**src/rtl/clock_enable_scheduler_pkg.sv**
```systemverilog
// Shared types and constants for the clock-enable scheduler and its per-channel tick generators.
package clock_enable_scheduler_pkg;

    localparam int unsigned DIV_WIDTH = 8;

    typedef struct packed {
        logic                 en;
        logic [DIV_WIDTH-1:0] div;
    } chan_cfg_t;

    localparam chan_cfg_t CFG_RESET = '{en: 1'b0, div: '0};

endpackage

```
**src/rtl/clk_en_channel.sv**
```systemverilog
// One tick channel: period counter, live/staged ratio registers and the registered tick.
module clk_en_channel
    import clock_enable_scheduler_pkg::*;
(
    input  logic      clk,
    input  logic      rst_n,
    input  logic      i_wr_stb,
    input  chan_cfg_t i_wr_cfg,
    input  logic      i_sync,
    output logic      o_tick,
    output logic      o_active,
    output logic      o_pending
);

    chan_cfg_t            r_act, r_stg;
    logic [DIV_WIDTH-1:0] r_cnt;
    logic                 r_pend, r_tick;

    chan_cfg_t            w_act_d, w_stg_d;
    logic [DIV_WIDTH-1:0] w_cnt_d;
    logic                 w_pend_d, w_tick_d;
    logic                 w_wrap, w_apply;

    assign w_wrap  = r_act.en && (r_cnt == r_act.div);
    // Staged values only land at a period boundary, so a smaller div can never strand the counter.
    assign w_apply = r_pend && (w_wrap || !r_act.en || i_sync);

    always_comb begin
        w_act_d  = r_act;
        w_stg_d  = r_stg;
        w_pend_d = r_pend;
        w_cnt_d  = r_cnt;
        w_tick_d = 1'b0;
        if (w_apply) begin
            w_act_d  = r_stg;
            w_pend_d = 1'b0;
            w_cnt_d  = '0;
            w_tick_d = w_wrap && !i_sync;
        end else if (i_sync || !r_act.en) begin
            w_cnt_d = '0;
        end else if (w_wrap) begin
            w_cnt_d  = '0;
            w_tick_d = 1'b1;
        end else begin
            w_cnt_d = r_cnt + DIV_WIDTH'(1);
        end
        if (i_wr_stb) begin
            w_stg_d  = i_wr_cfg;
            w_pend_d = 1'b1;
        end
    end

    always_ff @(posedge clk or negedge rst_n) begin
        if (!rst_n) begin
            r_act  <= CFG_RESET;
            r_stg  <= CFG_RESET;
            r_cnt  <= '0;
            r_pend <= 1'b0;
            r_tick <= 1'b0;
        end else begin
            r_act  <= w_act_d;
            r_stg  <= w_stg_d;
            r_cnt  <= w_cnt_d;
            r_pend <= w_pend_d;
            r_tick <= w_tick_d;
        end
    end

    assign o_tick    = r_tick;
    assign o_active  = r_act.en;
    assign o_pending = r_pend;

endmodule

```
**src/rtl/clock_enable_scheduler.sv**
```systemverilog
// Multi-channel clock-enable generator: config decode, ready/error handling and channel array.
module clock_enable_scheduler
    import clock_enable_scheduler_pkg::*;
#(
    parameter  int unsigned N         = 4,
    parameter  int unsigned DIV_WIDTH = clock_enable_scheduler_pkg::DIV_WIDTH,
    localparam int unsigned CHAN_W    = (N > 1) ? $clog2(N) : 1
) (
    input  logic                 clk,
    input  logic                 rst_n,
    input  logic                 cfg_valid,
    output logic                 cfg_ready,
    input  logic [CHAN_W-1:0]    cfg_chan,
    input  logic [DIV_WIDTH-1:0] cfg_div,
    input  logic                 cfg_en,
    output logic                 cfg_err,
    input  logic                 sync_req,
    output logic [N-1:0]         o_tick,
    output logic [N-1:0]         o_active,
    output logic [N-1:0]         o_pending
);

    logic      w_in_range, w_accept;
    logic      r_err;
    chan_cfg_t w_wr_cfg;

    assign w_in_range = 32'(cfg_chan) < N;
    // Out-of-range requests are always taken so the requester never stalls; they only flag cfg_err.
    assign cfg_ready  = w_in_range ? !o_pending[cfg_chan] : 1'b1;
    assign w_accept   = cfg_valid && cfg_ready;

    // The channel struct width comes from the package; override DIV_WIDTH there as well.
    always_comb begin
        w_wr_cfg     = CFG_RESET;
        w_wr_cfg.en  = cfg_en;
        w_wr_cfg.div = cfg_div;
    end

    for (genvar g = 0; g < N; g++) begin : g_chan
        logic w_wr_stb;
        assign w_wr_stb = w_accept && w_in_range && (32'(cfg_chan) == g);

        clk_en_channel u_chan (
            .clk       (clk),
            .rst_n     (rst_n),
            .i_wr_stb  (w_wr_stb),
            .i_wr_cfg  (w_wr_cfg),
            .i_sync    (sync_req),
            .o_tick    (o_tick[g]),
            .o_active  (o_active[g]),
            .o_pending (o_pending[g])
        );
    end

    always_ff @(posedge clk or negedge rst_n) begin
        if (!rst_n) begin
            r_err <= 1'b0;
        end else begin
            r_err <= w_accept && !w_in_range;
        end
    end

    assign cfg_err = r_err;

endmodule

```
**config.mk**
```make
export PLATFORM = sky130hd
export DESIGN_NAME = clock_enable_scheduler
export DESIGN_NICKNAME = d
export VERILOG_FILES = /design/src/rtl/clock_enable_scheduler_pkg.sv /design/src/rtl/clk_en_channel.sv /design/src/rtl/clock_enable_scheduler.sv
export SDC_FILE = /design/constraint.sdc
export NUM_CORES = 1
export LEC_CHECK = 0
export BUFFER_PORTS_ARGS = -buffer_cell sky130_fd_sc_hd__buf_4
export CORE_AREA = 10 10 168 92
export DETAILED_ROUTE_END_ITERATION = 7
export DIE_AREA = 0 0 178 102
export GPL_TIMING_DRIVEN = 0
export PLACE_DENSITY_LB_ADDON = 0.15
export RECOVER_POWER = 50
export SETUP_SLACK_MARGIN = 0.05
export SLEW_MARGIN = 40
export SYNTH_ARGS = -nofsm -noshare
export SYNTH_HDL_FRONTEND = slang
export SYNTH_HIERARCHICAL = 1
export SYNTH_SLANG_ARGS = --single-unit
export TNS_END_PERCENT = 30
```
**constraint.sdc**
```tcl
create_clock -name clk -period 1.3 [get_ports clk]
set_input_delay 0.26 -clock clk [delete_from_list [all_inputs] [get_ports clk]]
set_output_delay 0.26 -clock clk [all_outputs]
set_load 0.01 [all_outputs]
```
==> flow_summary.ini, run 1 <==
[run_status]
outcome = finished, violations left
violations = setup timing

[logic_synthesis]
post_synth_instance_area_um2 = 5500
syn_nets = 488
synth-seq-cells = 112
synth_xor_xnor_area_share_pct = 8.92
syn-instance-count = 469
synth-seq-area-share_pct = 51.0
yosys_warnings = 6
synth_mux_area_share_pct = 8.51
yosys.cell_types.count = 31
post_synth_and_or_nand_nor_area_fraction_pct = 13.8
synthesized_area_fraction_occupied_by_ao_oa_aoi_and_oai_cells_pct = 13.9
syn_avg_cell_area_um2 = 11.7
synth-adder-area-share_pct = 0.910
synth_top_family_by_area = compound AO/OA/AOI/OAI gates

[final_layout]
final_common_cell = sky130_fd_sc_hd__dfrtp_1
most-common-layout-cells = 103 x sky130_fd_sc_hd__dfrtp_1, 59 x sky130_fd_sc_hd__buf_4, 37 x sky130_fd_sc_hd__nand2_1
antenna_cells = 0
area.growth.synth_to_final_pct = 27.0
drive_above_1_share_pct = 37.5
stdcell_area_um2 = 6990
fin_nets = 578

[clocking]
cts_made_buffers = 9
cts_h_tree_depth = 3
path_clk_slew_ps = 70
clk_root_buffer_cell = sky130_fd_sc_hd__clkbuf_16
clockBufferDepth = 2
clk_latency_ps = 340
numClockSinks = 112
tritoncts_clock_tree = yes

[die]
die_boundary_height_um = 102
area_enclosed_by_the_die_boundary_um2 = 18200
top_level_ports = 29
core_area_um2 = 12400
row_count = 29
die-width_um = 178
start_util_pct = 44.2

[timing]
fin_ws_ps = -362
worst_slew_pin_slew_ps = 823
finalSetupTns_ps = -14340
setup_violations = 159
timing.clock.skew_ps = 4.47
grt_setup_unrepaired = true
finalHoldViolCount = 0
timing.final.crit_period_ps = 1660
slew_headroom_pct = 45.1
max_clock_freq_ghz = 0.602
final.period_utilization_pct = 128
report.final.slew_viol_count = 0

[route]
ant_nets = 0
drt_drc_violations_left = 0
routedWlPerCell_um = 16.9
routed_wl_mm = 12.4
drt_first_iter_violations = 222
drt-vias-per-instance = 5.11
detailedRoute.firstPassIterationCount = 4
via_count = 3739

[critical_path]
reg2reg_from = g_chan[2].u_chan/o_pending$_DFFE_PN0P_
setup_crit_end_kind = output pin
worst_setup_sp = g_chan[1].u_chan/o_pending$_DFFE_PN0P_
timing.critical_path.arrival_ps = 1400
cp.required_ps = 1040
critical_path.max_fanout = 2
worstSetupPathType = reg2out
crit_start_category = flip-flop

[grt]
first_global_vias = 3792
pin_count_of_the_biggest_net_entering_global_routing = 58
initial_antenna_violation_count = 0
grt_first_pass_wirelength_mm = 20.2
grt_use_met1_pct = 19.2
total_overflow_reported_by_the_global_router = 0
grt_util_met2_pct = 21.6
global_route.usage.total_pct = 13.9
globalRoute.busiestLayer = met2
grt.met3_usage_pct = 3.17

[place]
postPlaceCellArea_um2 = 5990
weighted_congestion_reported_at_the_end_of_routability_driven_placement = 0.724
final_hpwl_dp_mm = 7.82
numPortBuffers = 27

[power]
vdd_drop_max_mv = 0.727
p_leak_nw = 2.98
p_per_area_nw_per_um2 = 1430

[min_path]
hold_path_startpoint = cfg_div[4]
worst_hold_path_type = in2reg

[run]
maxCapViolCount = 0
[layout make-up]
cell class | instances | area (um2)
Buffer | 29 | 251
Clock buffer | 11 | 243
Clock inverter | 3 | 67.6
Fill cell | 1075 | 5460
Inverter | 1 | 3.75
Multi-Input combinational cell | 327 | 2740
Sequential cell | 112 | 2810
Tap cell | 170 | 213
Timing Repair Buffer | 79 | 658
[critical path, cell delays in order, from the launching register on]
cell and delay, ps:
sky130_fd_sc_hd__dfrtp_2 440, sky130_fd_sc_hd__mux4_2 460, sky130_fd_sc_hd__inv_2 70, sky130_fd_sc_hd__buf_6 90
[metal layers]
metal,up-vias,routed length [um]
met5,-,0
met4,0,120
met3,8,250
met2,38,5610
met1,1877,6380
li1,1816,-
[what timing repair did]
item                                   4_1_cts  5_1_grt
setup endpoints to repair                  113      115
pin swaps                                   64       44
buffers inserted                            33        9
gates resized for setup                     57       44
endpoints found under the hold margin       55        0
gates cloned                                 4        4
hold buffers                                 1        0
[synth_stat cells (all sizes together)]
| library cell | n | area [um2] |
|---|---|---|
| mux2i | 4 | 40.0 |
| and3 | 8 | 50.1 |
| nand2 | 37 | 139 |
| mux2 | 36 | 405 |
| nor2b | 4 | 25.0 |
| inv | 1 | 3.75 |
| o21a | 4 | 30.0 |
| nor2 | 28 | 105 |
| nand3 | 20 | 100 |
| dfrtp | 112 | 2800 |
| o211ai | 64 | 641 |
| mux4 | 1 | 22.5 |
| and4bb | 1 | 12.5 |
| xor2 | 20 | 175 |
| o21ai | 4 | 65.1 |
| clkbuf | 8 | 30.0 |
| buf | 21 | 128 |
| conb | 1 | 3.75 |
| a21o | 4 | 30.0 |
| ha | 4 | 50.1 |
| and2 | 4 | 25.0 |
| nand2b | 32 | 200 |
| nor4b | 1 | 8.76 |
| nand4 | 8 | 50.1 |
| nor3b | 5 | 37.5 |
| nor3 | 1 | 5.00 |
| xnor2 | 36 | 315 |
[report_power, final]
group | switching (mW) | leakage (nW) | internal (mW) | total, mW
logic | 1.04 | 1.51 | 1.43 | 2.47
registers | 0.527 | 1.33 | 4.09 | 4.62
clock network | 1.21 | 0.148 | 1.72 | 2.93
[path summary, 6_finish.rpt]
kind,to,slack [ps],depth (start not counted)
setup / recovery,cfg_ready,-360,3
setup reg to reg,g_chan[2].u_chan/r_stg[8]$_DFFE_PN0P_,-290,5
max in group asynchronous,g_chan[0].u_chan/o_pending$_DFFE_PN0P_,-70,3
min in group asynchronous,g_chan[3].u_chan/r_cnt[4]$_DFF_PN0_,590,2
hold / removal,g_chan[2].u_chan/r_stg[4]$_DFFE_PN0P_,190,2
hold reg to reg,g_chan[2].u_chan/r_cnt[0]$_DFF_PN0_,510,1
[kinds of logic (layout without fill, tap and decap cells)]
logic type      Yosys count  in the layout
compound gates           76             76
fa+ha+maj                 4              4
simple gates            149            149
flops                   112            112
buf+inv                  30            123
other cells               1              1
xor+xnor                 56             56
mux                      41             41
[through the flow]
stage          hold slack (ps)  util (%)  std cells  worst slack, ps  power [mW]
2_1_floorplan            -35.6         -        469            -9.68        6.03
3_3_place_gp               490      47.9        666             -318        6.54
3_5_place_dp               226      48.2        667             -272        6.62
4_1_cts                    178      54.1        719             -378        9.92
5_1_grt                    178      56.1        732             -409        10.6
6_report                   190      56.1        732             -362        10.0
[flip-flops by register name (all words and copies together), names as in the netlist]
signal and cells:
g_chan.u_chan/r_stg 36, g_chan.u_chan/r_cnt 32, g_chan.u_chan/r_act 32, g_chan.u_chan/o_tick 4, g_chan.u_chan/o_active 4, g_chan.u_chan/o_pending 4
(Power assumes the default switching activity.)
==> run 2: changes to the inputs <==
--- a/config.mk
+++ b/config.mk
@@ -7,6 +7,7 @@
 export LEC_CHECK = 0
 export BUFFER_PORTS_ARGS = -buffer_cell sky130_fd_sc_hd__buf_4
 export CORE_AREA = 10 10 168 92
+export CTS_CLUSTER_DIAMETER = 30
 export DETAILED_ROUTE_END_ITERATION = 7
 export DIE_AREA = 0 0 178 102
 export GPL_TIMING_DRIVEN = 0
==> constraint.sdc (replaced) <==
create_clock -name clk -period 1.3 [get_ports clk]
set_input_delay 0.13 -clock clk [delete_from_list [all_inputs] [get_ports clk]]
set_output_delay 0.13 -clock clk [all_outputs]
set_load 0.01 [all_outputs]
==> flow_summary.ini, run 2 (synthesis results as in run 1) <==
[place]
postPlaceCellArea_um2 = 5990
weighted_congestion_reported_at_the_end_of_routability_driven_placement = 0.724
numPortBuffers = 27
final_hpwl_dp_mm = 7.82

[power]
vdd_drop_max_mv = 0.728
switching_power_mw = 2.74
clkPwrFrac_pct = 29.7
power.share.switching_pct = 27.8
total_power_mw = 9.87
pwr-share-comb_pct = 23.5
power_report.internal_total_mw = 7.13
share_seq_of_total_power_pct = 46.8
p_per_area_nw_per_um2 = 1450
p_leak_nw = 2.87

[critical_path]
crit_start_category = flip-flop
rr_worst_depth = 5
flop2flop_setup_slack_ps = -160
timing.critical_path.arrival_ps = 1420
worstSetupPathType = reg2out
setup_crit_end_kind = output pin
r2r_end = g_chan[2].u_chan/o_pending$_DFFE_PN0P_
critical_path.max_fanout = 4
reg2reg_from = g_chan[2].u_chan/r_cnt[4]$_DFF_PN0_
cp.required_ps = 1170

[min_path]
hold_path_startpoint = cfg_div[4]
min_to = g_chan[2].u_chan/r_stg[4]$_DFFE_PN0P_
worst_hold_path_type = in2reg
worstHoldPathCells = 2

[route]
ant_nets = 0
met1Wirelength_mm = 6.22
met3_length_um = 235
drt_drc_violations_left = 0
routedWlPerCell_um = 16.6
routed_wl_mm = 12.0
drt_first_iter_violations = 237
detailedRoute.firstPassIterationCount = 4
route.met2.wl_mm = 5.42
drt-vias-per-instance = 5.13
routed.top_layer = met4
via_count = 3720

[final_layout]
fin_nets = 571
drive_above_1_share_pct = 36.8
num-fill-cells = 1098
final_common_cell = sky130_fd_sc_hd__dfrtp_1
max_ffs_per_register = 36
layout_top_registers = g_chan.u_chan/r_stg: 36 flops, g_chan.u_chan/r_act: 32 flops, g_chan.u_chan/r_cnt: 32 flops
antenna_cells = 0
area.growth.synth_to_final_pct = 23.7
largest-register = g_chan.u_chan/r_stg
stdcell_area_um2 = 6810
most-common-layout-cells = 103 x sky130_fd_sc_hd__dfrtp_1, 61 x sky130_fd_sc_hd__buf_4, 37 x sky130_fd_sc_hd__nand2_1

[clocking]
numClockSinks = 112
clockBufferDepth = 2
path_clk_slew_ps = 70
clk_root_buffer_cell = sky130_fd_sc_hd__clkbuf_16
cts_made_buffers = 9
clk_latency_ps = 340
tritoncts_clock_tree = yes
cts_h_tree_depth = 3

[die]
die_boundary_height_um = 102
top_level_ports = 29
start_util_pct = 44.2
core_area_um2 = 12400
area_enclosed_by_the_die_boundary_um2 = 18200
row_count = 29
die-width_um = 178

[timing]
timing.hold.ws_ps = 56.9
final.period_utilization_pct = 120
fin_ws_ps = -255
slew_headroom_pct = 45.4
finalSetupTns_ps = -7440
report.final.slew_viol_count = 0
timing.final.crit_period_ps = 1550
grt_setup_unrepaired = true
setup_violations = 91
worst_slew_pin_slew_ps = 819
finalHoldViolCount = 0
timing.clock.skew_ps = 4.95
max_clock_freq_ghz = 0.643

[grt]
total_overflow_reported_by_the_global_router = 0
initial_antenna_violation_count = 0
grt_first_pass_wirelength_mm = 20.2
first_global_vias = 3797
pin_count_of_the_biggest_net_entering_global_routing = 58
global_route.usage.total_pct = 13.8

[run_status]
outcome = finished, violations left
violations = setup timing

[run]
maxCapViolCount = 0
## run 2: per-layer routing
metal	GRT usage, %	vias up
met5	0	-
met4	3.44	0
met3	3.17	8
met2	21.3	35
met1	19.3	1871
li1	-	1806
## run 2: power by group through the flow
stage          Sequential, mW  Clock (mW)  Combinational (mW)
6_report                 4.62        2.93                2.32
5_1_grt                  4.70        3.15                2.57
4_1_cts                  4.61        3.03                2.30
3_5_place_dp             4.70           0                1.92
3_3_place_gp             4.69           0                1.86
2_1_floorplan            4.54           0                1.50
## run 2: worst max path at each step
| stage | from | endpoint | slack (ps) |
|---|---|---|---|
| floorplan | g_chan[0].u_chan/o_pending$_DFFE_PN0P_ | g_chan[0].u_chan/r_stg[0]$_DFFE_PN0P_ | -10 |
| global placement | g_chan[0].u_chan/o_pending$_DFFE_PN0P_ | g_chan[0].u_chan/o_active$_DFFE_PN0P_ | -310 |
| detailed placement | g_chan[1].u_chan/o_pending$_DFFE_PN0P_ | g_chan[1].u_chan/o_active$_DFFE_PN0P_ | -270 |
| CTS | g_chan[0].u_chan/o_pending$_DFFE_PN0P_ | cfg_ready | -280 |
| global route | g_chan[0].u_chan/o_pending$_DFFE_PN0P_ | cfg_ready | -290 |
| finish | g_chan[0].u_chan/o_pending$_DFFE_PN0P_ | cfg_ready | -250 |
## run 2: through the flow
step / setup slack (ps) / cells / utilization, %
6_report: -255 / 725 / 54.7
5_1_grt: -293 / 725 / 54.7
4_1_cts: -276 / 717 / 54.1
3_5_place_dp: -272 / 667 / 48.2
3_3_place_gp: -310 / 666 / 47.9
2_1_floorplan: -9.68 / 469 / -
## run 2: critical path, cell delays in order, from the launching register on
cell,delay (ps)
sky130_fd_sc_hd__dfrtp_2,450
sky130_fd_sc_hd__mux4_2,470
sky130_fd_sc_hd__inv_2,70
sky130_fd_sc_hd__buf_6,90
## run 2: cell type report
| cell class | count | area, um2 | share of cell area [%] |
|---|---|---|---|
| Buffer | 29 | 245 | 3.60 |
| Clock inverter | 3 | 67.6 | 0.993 |
| Tap cell | 170 | 213 | 3.12 |
| Sequential cell | 112 | 2810 | 41.3 |
| Clock buffer | 11 | 243 | 3.57 |
| Timing Repair Buffer | 72 | 562 | 8.25 |
| Multi-Input combinational cell | 327 | 2660 | 39.1 |
| Inverter | 1 | 3.75 | 0.0551 |
## run 2: repair_timing
item,CTS,global route
hold buffers,1,0
endpoints found under the setup margin,113,112
resized for setup,63,9
pin swaps,65,39
setup buffers,31,6
gates cloned,4,2
endpoints found under the hold margin,55,0
==> run 3: changes to the inputs <==
--- a/config.mk
+++ b/config.mk
@@ -6,10 +6,10 @@
 export NUM_CORES = 1
 export LEC_CHECK = 0
 export BUFFER_PORTS_ARGS = -buffer_cell sky130_fd_sc_hd__buf_4
-export CORE_AREA = 10 10 168 92
+export CORE_AREA = 10 10 160 88
 export CTS_CLUSTER_DIAMETER = 30
 export DETAILED_ROUTE_END_ITERATION = 7
-export DIE_AREA = 0 0 178 102
+export DIE_AREA = 0 0 170 98
 export GPL_TIMING_DRIVEN = 0
 export PLACE_DENSITY_LB_ADDON = 0.15
 export RECOVER_POWER = 50
==> flow_summary.ini, run 3 (synthesis results as in run 1) <==
[timing]
finalSetupTns_ps = -12610
report.final.slew_viol_count = 0
worst_slew_pin_slew_ps = 919
max_clock_freq_ghz = 0.646
fin_ws_ps = -249
timing.final.crit_period_ps = 1550
grt_setup_unrepaired = true
timing.clock.skew_ps = 8.06
final.period_utilization_pct = 119
finalHoldViolCount = 0
setup_violations = 147
slew_headroom_pct = 38.7

[final_layout]
num-fill-cells = 930
drive_above_1_share_pct = 38.8
layout_top_registers = g_chan.u_chan/r_stg: 36 flops, g_chan.u_chan/r_act: 32 flops, g_chan.u_chan/r_cnt: 32 flops
final_common_cell = sky130_fd_sc_hd__dfrtp_1
instances_no_fill = 715
antenna_cells = 0
area.growth.synth_to_final_pct = 25.1
most-common-layout-cells = 107 x sky130_fd_sc_hd__dfrtp_1, 73 x sky130_fd_sc_hd__buf_4, 37 x sky130_fd_sc_hd__nand2_1
fin_nets = 579
max_ffs_per_register = 36
largest-register = g_chan.u_chan/r_stg

[clocking]
clockBufferDepth = 2
tritoncts_clock_tree = yes
cts_h_tree_depth = 3
clk_root_buffer_cell = sky130_fd_sc_hd__clkbuf_16
numClockSinks = 112
clk_latency_ps = 350
cts_made_buffers = 9
path_clk_slew_ps = 70

[route]
via_count = 3846
drt_first_iter_violations = 297
drt_drc_violations_left = 0
drt-vias-per-instance = 5.38
ant_nets = 0
routedWlPerCell_um = 17.8
routed_wl_mm = 12.8
detailedRoute.firstPassIterationCount = 5

[run_status]
outcome = finished, violations left
violations = setup timing

[die]
die_boundary_height_um = 98
core_area_um2 = 11400
row_count = 28
top_level_ports = 29
start_util_pct = 48.3
die-width_um = 170
area_enclosed_by_the_die_boundary_um2 = 16700

[critical_path]
crit_start_category = flip-flop
setup_crit_end_kind = output pin
path_delay_family = multiplexers
cp.required_ps = 1170
critical-path-max-stage-delay_ps = 470
ordered_cell_list_for_the_critical_path = mux4_2 -> inv_2 -> buf_6
worstSetupPathType = reg2out
critical_path.max_fanout = 4
cp.buffers_inverters = 2
timing.critical_path.arrival_ps = 1420
critical-path-slowest-cell = sky130_fd_sc_hd__mux4_2

[power]
vdd_drop_max_mv = 0.655
p_per_area_nw_per_um2 = 1430
p_leak_nw = 2.95
total_power_mw = 9.86

[grt]
global_route.usage.total_pct = 15.9
globalRoute.busiestLayer = met1
first_global_vias = 3985
grt.met3_usage_pct = 3.78
initial_antenna_violation_count = 0
pin_count_of_the_biggest_net_entering_global_routing = 113
grt_util_met2_pct = 22.5
grt_first_pass_wirelength_mm = 21.3
total_overflow_reported_by_the_global_router = 0
grt_use_met1_pct = 23.8

[min_path]
worst_hold_path_type = in2reg

[run]
maxCapViolCount = 0

[place]
numPortBuffers = 27
placement.setup.worst_slack_ps = -322
final_hpwl_dp_mm = 8.25
weighted_congestion_reported_at_the_end_of_routability_driven_placement = 0.801
placed_cells = 646
run 3: cell type report:
cell class / count / area [um2] / share of cell area [%]
Sequential cell: 112 / 2810 / 40.8
Multi-Input combinational cell: 327 / 2690 / 39.0
Timing Repair Buffer: 80 / 651 / 9.46
Buffer: 29 / 246 / 3.58
Clock buffer: 11 / 233 / 3.38
Tap cell: 150 / 188 / 2.73
Clock inverter: 5 / 63.8 / 0.927
Inverter: 1 / 3.75 / 0.0546
run 3: metrics by stage:
| stage | area, um2 | util, % | hold WS (ps) |
|---|---|---|---|
| floorplan | 5540 | - | -166 |
| detailed placement | 5940 | 52.2 | 255 |
| global route | 6880 | 60.4 | 62.5 |
| CTS | 6770 | 59.4 | 57.4 |
| finish | 6880 | 60.4 | 66.6 |
| global placement | 5930 | 52.1 | 423 |
run 3: repair_timing:
action,in CTS,in global routing
hold buffers,1,0
gates cloned,7,0
pin swaps,89,33
buffers inserted,41,3
gates resized for setup,59,17
hold endpoints to repair,112,0
endpoints found under the setup margin,113,113
run 3: worst reg2reg max path, stage by stage (launching register included):
cell,delay (ps)
sky130_fd_sc_hd__dfrtp_1,400
sky130_fd_sc_hd__xnor2_1,190
sky130_fd_sc_hd__nand4_1,250
sky130_fd_sc_hd__o21a_1,290
sky130_fd_sc_hd__buf_6,150
sky130_fd_sc_hd__a21o_1,150
run 3: metal layers:
layer / wire length, um / share of wire (%)
met1: 6570 / 51
met4: 104 / 0.82
met5: 0 / 0
met3: 605 / 4.7
met2: 5480 / 43
run 3: final timing paths:
kind | startpoint | cells after the start | end | slack, ps
worst max-delay path | g_chan[1].u_chan/o_pending$_DFFE_PN0P_ | 3 | cfg_ready | -250
worst min-delay path | cfg_div[1] | 2 | g_chan[2].u_chan/r_stg[1]$_DFFE_PN0P_ | 70
worst max register to register | g_chan[2].u_chan/r_cnt[2]$_DFF_PN0_ | 5 | g_chan[2].u_chan/o_pending$_DFFE_PN0P_ | -230
worst min register to register | g_chan[0].u_chan/r_stg[8]$_DFFE_PN0P_ | 2 | g_chan[0].u_chan/o_active$_DFFE_PN0P_ | 500
max in group asynchronous | rst_n | 3 | g_chan[0].u_chan/r_cnt[3]$_DFF_PN0_ | -50
min in group asynchronous | rst_n | 2 | g_chan[2].u_chan/r_act[1]$_DFFE_PN0P_ | 440
run 3: power breakdown:
part	switching (mW)	total (mW)	internal (mW)	leakage, nW
sequential	0.465	4.55	4.09	1.33
combinational	1.10	2.50	1.39	1.48
clock	1.30	2.81	1.52	0.141
